## src/rtl/load_4bit_down_timer.sv

```systemverilog
//------------------------------------------------------------------------------
// Module      : load_4bit_down_timer
// Description : Loadable, pausable down-counting timer with start/done
//               handshake. A preset is loaded into both the count and a
//               reload register; start begins a run that decrements once per
//               clock and ends with a single-cycle done pulse.
//               Optional macro AUTO_RELOAD_EN: on expiry with a non-zero
//               reload value the count is reloaded and the run continues,
//               giving a periodic done pulse.
// Revision    : 1.0 - initial release
//------------------------------------------------------------------------------
`default_nettype none

module load_4bit_down_timer #(
  parameter int WIDTH = 4
) (
  input  logic             clk,
  input  logic             reset,
  input  logic             load,
  input  logic [WIDTH-1:0] data_in,
  input  logic             start,
  input  logic             pause,
  output logic [WIDTH-1:0] count,
  output logic             busy,
  output logic             done,
  output logic             zero
);

  typedef enum logic [1:0] {
    IDLE    = 2'd0,
    RUN     = 2'd1,
    EXPIRED = 2'd2
  } state_t;

  localparam logic [WIDTH-1:0] C_ZERO = '0;
  localparam logic [WIDTH-1:0] C_ONE  = WIDTH'(1);

  state_t           state;
  logic [WIDTH-1:0] rld;

  // Controller: load has priority over every state; done defaults low each cycle.
  always_ff @(posedge clk or negedge reset) begin
    if (!reset) begin
      state <= IDLE;
      count <= C_ZERO;
      rld   <= C_ZERO;
      done  <= 1'b0;
    end else begin
      done <= 1'b0;
      if (load) begin
        // A start in the same cycle is deliberately dropped.
        count <= data_in;
        rld   <= data_in;
        state <= IDLE;
      end else begin
        case (state)
          IDLE: begin
            if (start) begin
              if (count != C_ZERO) begin
                state <= RUN;
              end else begin
                // Zero preset expires immediately without ever running.
                done  <= 1'b1;
                state <= EXPIRED;
              end
            end
          end
          RUN: begin
            if (!pause) begin
              if (count > C_ONE) begin
                count <= count - C_ONE;
              end else begin
                // RUN is only entered with a non-zero count, so this is count==1.
                done <= 1'b1;
`ifdef AUTO_RELOAD_EN
                if (rld != C_ZERO) begin
                  count <= rld;
                end else begin
                  count <= C_ZERO;
                  state <= EXPIRED;
                end
`else
                count <= C_ZERO;
                state <= EXPIRED;
`endif
              end
            end
          end
          EXPIRED: begin
            count <= C_ZERO;
            if (start) begin
              if (rld != C_ZERO) begin
                count <= rld;
                state <= RUN;
              end else begin
                // One pulse per start when there is nothing to reload.
                done <= 1'b1;
              end
            end
          end
          default: begin
            state <= IDLE;
          end
        endcase
      end
    end
  end

  // Status decodes taken straight from the registers, no extra stage.
  always_comb begin
    busy = (state == RUN);
    zero = (count == C_ZERO);
  end

endmodule

`default_nettype wire
```

## config.mk

```make
export PLATFORM = sky130hd
export DESIGN_NAME = load_4bit_down_timer
export DESIGN_NICKNAME = d
export VERILOG_FILES = /design/src/rtl/load_4bit_down_timer.sv
export SDC_FILE = /design/constraint.sdc
export NUM_CORES = 1
export LEC_CHECK = 0
export ABC_AREA = 1
export BUFFER_PORTS_ARGS = -buffer_cell sky130_fd_sc_hd__buf_2
export CORE_MARGIN = 4
export CORE_UTILIZATION = 35
export DETAILED_ROUTE_END_ITERATION = 12
export PLACE_DENSITY_LB_ADDON = 0.12
export REMOVE_ABC_BUFFERS = 1
export SYNTH_ARGS = -nofsm -noshare
export SYNTH_HDL_FRONTEND = slang
export SYNTH_SLANG_ARGS = --single-unit
```

## constraint.sdc

```tcl
create_clock -name clk -period 1.55 [get_ports clk]
set_clock_uncertainty 0.05 [all_clocks]
set_input_delay 0.31 -clock clk [delete_from_list [all_inputs] [get_ports clk]]
set_output_delay 0.31 -clock clk [all_outputs]
set_load 0.1 [all_outputs]
```

* Yosys cells after proc, flatten, opt, wreduce, memory -nomap -nowiden
Cells that the tools add are included.
Storage, ports and cells: register bits after elaboration 11, output and inout bits 7
Operators by class: add/sub/neg operators 1, order comparisons 1, eq/ne operators 7, mux-type cells 22, reduce and logical (&&, ||, !) cells 7
Operator list (number):
- $mux 4 | 5
- $ne 3x3->1 const B | 5
- $mux 2 | 7
- $pmux 4 s2 | 1
- $reduce_bool 4->1 | 2
- $mux 1 | 7
- $pmux 2 s3 | 1
- $reduce_and 5->1 | 1
- $gt 4x1->1 const B | 1
- $logic_not 4->1 | 1
- $sub 4x1->4 const B | 1
- $pmux 1 s3 | 1
- $reduce_bool 3->1 | 1
- $eq 2x1->1 const B | 1
- $eq 2x2->1 const B | 1
- $logic_not 2->1 | 1
- $reduce_and 2->1 | 1

* Longest topological paths before layout
Gate-level depths: netlist of run 1.
word-level depth 5, depth in mapped cells 8

* Worst setup path before layout of run 1
No wires, ideal clock.
path kind register -> output, start register count[0], end output zero, arrival time 1923 ps, data required time 1190 ps, setup slack -733 ps, stages on the path, launching flop included 5, buffers on the path 0, cells stage by stage dfrtp_1 inv_1 ha_1 nand2_1 inv_1
On the way: cells in the longest elaborated chain, start to end 1
Ends and longest elaborated chain:
- start, declared | line 23 | output logic [WIDTH-1:0] count,
- start signal, assigned | line 52 | count <= data_in;
- start signal, assigned | line 71 | count <= count - C_ONE;
- start signal, assigned | line 93 | count <= rld;
- $logic_not 4->1 | line 112 | zero = (count == C_ZERO);
- end, declared | line 26 | output logic zero
No other way between the ends.

* Final worst setup path of run 1
Same ends and word-level chain as after synthesis.

==> results of run 1 <==
==> cell families (layout without fill, tap and decap cells) <==
logic type | Yosys count | count (layout) | synth area share, %
AOI/OAI and AO/OA | 6 | 6 | 5.019
xor gates and xnor gates | 1 | 1 | 1.255
adders and majority gates | 2 | 2 | 3.584
buffers and inverters | 15 | 40 | 8.602
DFF | 11 | 11 | 39.43
and+or+nand+nor | 69 | 69 | 42.11
==> layer usage <==
layer	vias up	track usage, %
li1	372	-
met4	0	8.085
met3	4	5.698
met5	-	0
met2	11	23.76
met1	309	16.21
==> registers in the layout (all words and copies together) (netlist names) <==
register / flops
count: 4
done: 1
rld: 4
state: 2
==> path summary, 6_finish.rpt <==
check                           startpoint        to  slack, ns  depth (start not counted)
worst max-delay path              count[0]      zero      0.002                          5
worst min-delay path            data_in[2]    rld[2]       0.22                          3
worst max register to register    count[0]  state[0]       0.10                          8
worst min register to register      rld[1]    rld[1]       0.44                          2
max in group asynchronous            reset  count[3]       0.84                          2
min in group asynchronous            reset    rld[2]       0.37                          2
==> cells in the final DEF, fill, tap and decap left out <==
master and n:
nand2_1 34, nor2_1 14, nand3_1 11, dfrtp_1 10, inv_1 9, buf_2 9
buf_4 7, inv_2 5, clkbuf_4 5, nand2_2 3, buf_12 3, nor2_4 2
a21oi_1 2, nand3b_1 2, or2_2 1, nand3_2 1, nor2_2 1, o22ai_1 1
o21ai_0 1, o21ai_1 1, a21oi_2 1, xnor2_1 1, ha_4 1, ha_2 1
clkbuf_1 1, dfrtp_2 1, dlygate4sd3_1 1
==> what timing repair did <==
item / CTS / global route
endpoints found under the setup margin: 2 / 9
gates resized for setup: 10 / 6
setup buffers: 4 / 0
hold buffers: 1 / 0
pin swaps: 2 / 1
endpoints found under the hold margin: 11 / 0
==> worst max-delay path, delay by kind of cell, from the launching register on <==
kind | cells | cell delay [ns]
adder cells (fa/ha/maj) | 1 | 0.14
buffers and inverters | 3 | 0.32
flip-flops | 1 | 0.39
AND/OR/NAND/NOR | 1 | 0.06
==> area by class of cell <==
class | instances | share of cell area (%)
repair buffers | 22 | 18.89
inverters | 14 | 5.433
well taps | 25 | 3.234
clock buffers | 4 | 2.717
flip-flops and latches | 11 | 28.59
multi-input cells | 78 | 41.14
==> synthesized netlist by cell type (all sizes together) <==
cell / number
nand2: 37
nor2: 17
inv: 14
nand3: 12
dfrtp: 11
a21oi: 3
ha: 2
nand3b: 2
o21ai: 2
buf: 1
o22ai: 1
or2: 1
xnor2: 1
==> stage by stage <==
| step | setup slack [ns] | area (um^2) |
|---|---|---|
| floorplan | -0.7326 | 690.7 |
| global placement | 0.1024 | 857.1 |
| detailed placement | 0.06933 | 857.1 |
| CTS | -0.002008 | 953.4 |
| global route | -0.05648 | 967.2 |
| finish | 0.002089 | 967.2 |
==> results.toml, run 1 <==
[logic_synthesis]
synth_area_um2 = 698.2
synth_seq_area_share_pct = 39.43
ys_types = 17
netlist_instances = 104
syn_avg_cell_area_um2 = 6.713
ys_seq_elements = 11
synth_top_area_share_pct = 39.43
synth_top_area_cell = "dfrtp_1"
ys_warn_count = 0
synth_area_leaders = "dfrtp_1 39%, nand2_1 19%, nand3_1 8.6%"

[floorplanning]
die_x_um = 52.66
die_area_mm2 = 0.002773
initial_utilization_pct = 38.75
io_pins = 16
fp-row-count = 15
coreArea_mm2 = 0.001802
die_height_um = 52.66

[worst_setup_path]
endpoint_kind = "primary output"
crit_type = "reg -> out"
slowest_stage = "dfrtp_1"
critPathLaunchType = "flip-flop"
cpMostUsedCell = "inv_2"
cp_max_fo = 2
crit_chain = "inv_2 > ha_4 > nand2_2 > inv_2 > buf_12"
cp.arrival_ns = 1.19
worstPathRequired_ns = 1.19
slowest_delay_ns = 0.39

[timing]
hold_viol = 0
setup_viol = 0
rsz0062_at_grt = "true"
worst_pin_slew_ns = 0.4832
hold_ws_ns = 0.2193
fmax_mhz = 646.0
tns_ns = 0
maxSlewHeadroom_pct = 68.01
post-route-min-period_ns = 1.548
drv_slew = 0
fin_crit_sh_pct = 99.87

[outcome]
status = "finished clean"

[routing]
routedLengthMet1_um = 769
wl_per_cell_um = 10.80
vias = 696
wl_met2_um = 790
routed_wl_um = 1663
drc_errors = 0
dr.first_iter.drc_count = 15
wl_met3_um = 71
routed_via_density = 4.519
antenna_left = 0
drt_pass1_iterations = 4
highest_layer = "met4"

[clocking]
clock_sinks = 11
clkTransAtPathRegs_ns = 0.07
h-tree-depth = 1
clockRootBuffer = "clkbuf_4"
cts_tree = "done"
cts_made_buffers = 3
cts.path.max_buffers = 2
clock_latency_ns = 0.28

[cells_and_area]
n_antenna_cell = 0
syn_to_final_growth_pct = 38.53
multi_input_area_um2 = 397.9
fin_nets = 141
regArea_um2 = 276.5
post-route-util_pct = 53.68
nFillCells = 179
layout-drive-gt1-share_pct = 31.78
stdcell_count = 154

[global_route]
grt.total_usage_pct = 14.66
grt_overflow_total = 0
grt_first_pass_wirelength_um = 2911
grt_start_max_net_pins = 12
grt_antenna_before_repair = 0
grt_pass1_vias = 707

[worst_hold_path]
hold_path_class = "in -> reg"

[flow_run]
drv_cap = 0

[place]
dp_hpwl_um = 1245
gp_congestion = 0.8216
port_buffers = 15
place_inst = 145
Power of run 1 is left out: the tool's default activity adds up to more than one toggle a clock period on the data nets, which glitch-free logic cannot reach.
==> run 2, diff against run 1 <==
CORE_UTILIZATION = 51   (was 35)
SKIP_CTS_REPAIR_TIMING = 1   (was default)
==> results.toml, run 2 (synthesized netlist as in run 1, its figures left out) <==
[cells_and_area]
regArea_um2 = 276.5
final_common_cell = "nand2_1"
n_antenna_cell = 0
layout-drive-gt1-share_pct = 31.78
fin_nets = 141
multi_input_area_um2 = 410.4
nFillCells = 113
most-common-layout-cells = "34 x nand2_1, 14 x nor2_1, 11 x buf_2"
stdcell_count = 144
post-route-util_pct = 74.13
syn_to_final_growth_pct = 38.17
reg_top3 = "count: 4 flops, rld: 4 flops, state: 2 flops"

[routing]
vias = 746
drt_pass1_iterations = 4
drc_errors = 0
wl_per_cell_um = 11.99
wl_met3_um = 99
routedLengthMet1_um = 759
dr.first_iter.drc_count = 17
antenna_left = 0
highest_layer = "met4"
wl_met2_um = 813
routed_wl_um = 1727
routed_via_density = 5.181

[worst_setup_path]
crit_chain = "inv_2 > ha_4 > nand2_4 > inv_4 > buf_12"
worstPathRequired_ns = 1.19
critical_path_buf_inv_count = 3
crit_type = "reg -> out"
critPathLaunchType = "flip-flop"
slowest_stage = "dfrtp_1"
endpoint_kind = "primary output"
cp.arrival_ns = 1.22
slowest_delay_ns = 0.39
critPathTopFamily = "flip-flops"
cp_max_fo = 5

[global_route]
grt_start_max_net_pins = 12
grt_antenna_before_repair = 0
grt_overflow_total = 0
grt_first_pass_wirelength_um = 2601
grt_pass1_vias = 643
grt.total_usage_pct = 17.86

[timing]
rsz0062_at_grt = "true"
tns_ns = -0.04396
setup_viol = 2
worst_slack_ns = -0.03224
hold_viol = 0
fin_crit_sh_pct = 102.1
worst_pin_slew_ns = 0.4842
hold_ws_ns = 0.2282
fmax_mhz = 632.0
maxSlewHeadroom_pct = 67.94
post-route-min-period_ns = 1.582
drv_slew = 0

[outcome]
violations = "setup timing"
status = "complete, but fails checks"

[floorplanning]
io_pins = 16
coreArea_mm2 = 0.001301
fp-row-count = 13
die_area_mm2 = 0.002025
die_height_um = 45
initial_utilization_pct = 53.65
die_x_um = 45

[place]
place_inst = 135
dp_hpwl_um = 1276
port_buffers = 15
gp_congestion = 0.8887

[clocking]
clock_latency_ns = 0.27
cts_made_buffers = 3
clock_sinks = 11
cts.path.max_buffers = 2
clockRootBuffer = "clkbuf_4"
h-tree-depth = 1
cts_tree = "done"
clkTransAtPathRegs_ns = 0.07

[flow_run]
drv_cap = 0

[worst_hold_path]
hold_path_class = "in -> reg"
-- run 2: final cells by class --
class	instances	share of cell area (%)
Inverter	14	5.707
Timing Repair Buffer	22	18.42
Multi-Input combinational cell	78	42.54
Tap cell	15	1.946
Sequential cell	11	28.66
Clock buffer	4	2.724
-- run 2: final timing paths --
kind                       slack (ns)  cells after the start  startpoint       end
max                             -0.03                      5    count[1]      zero
min                              0.23                      3  data_in[2]    rld[2]
max reg2reg                      0.05                      7    count[0]  state[0]
min reg2reg                      0.45                      2      rld[1]    rld[1]
max in group asynchronous        0.85                      2       reset  state[1]
min in group asynchronous        0.38                      2       reset    rld[2]
-- run 2: metal layers --
metal  global-route usage [%]  vias to the layer above
met5                        0                        -
met4                    12.28                        0
met3                    2.390                        7
met2                    27.97                       26
met1                    22.52                      342
li1                         -                      371
-- run 2: metrics by stage --
step	cell area, um^2	setup slack [ns]
global placement	844.6	0.1162
CTS	870.8	-0.2146
finish	964.7	-0.03224
detailed placement	844.6	0.06456
floorplan	690.7	-0.7326
global route	964.7	-0.08078
-- run 2: worst reg2reg max path: cells and delay by family (launching register included) --
kind	cells	cell delay [ns]
and+or+nand+nor	5	0.62
DFF	1	0.40
adders and majority gates	1	0.20
buffers and inverters	1	0.14
Power of run 2 is left out for the same reason.
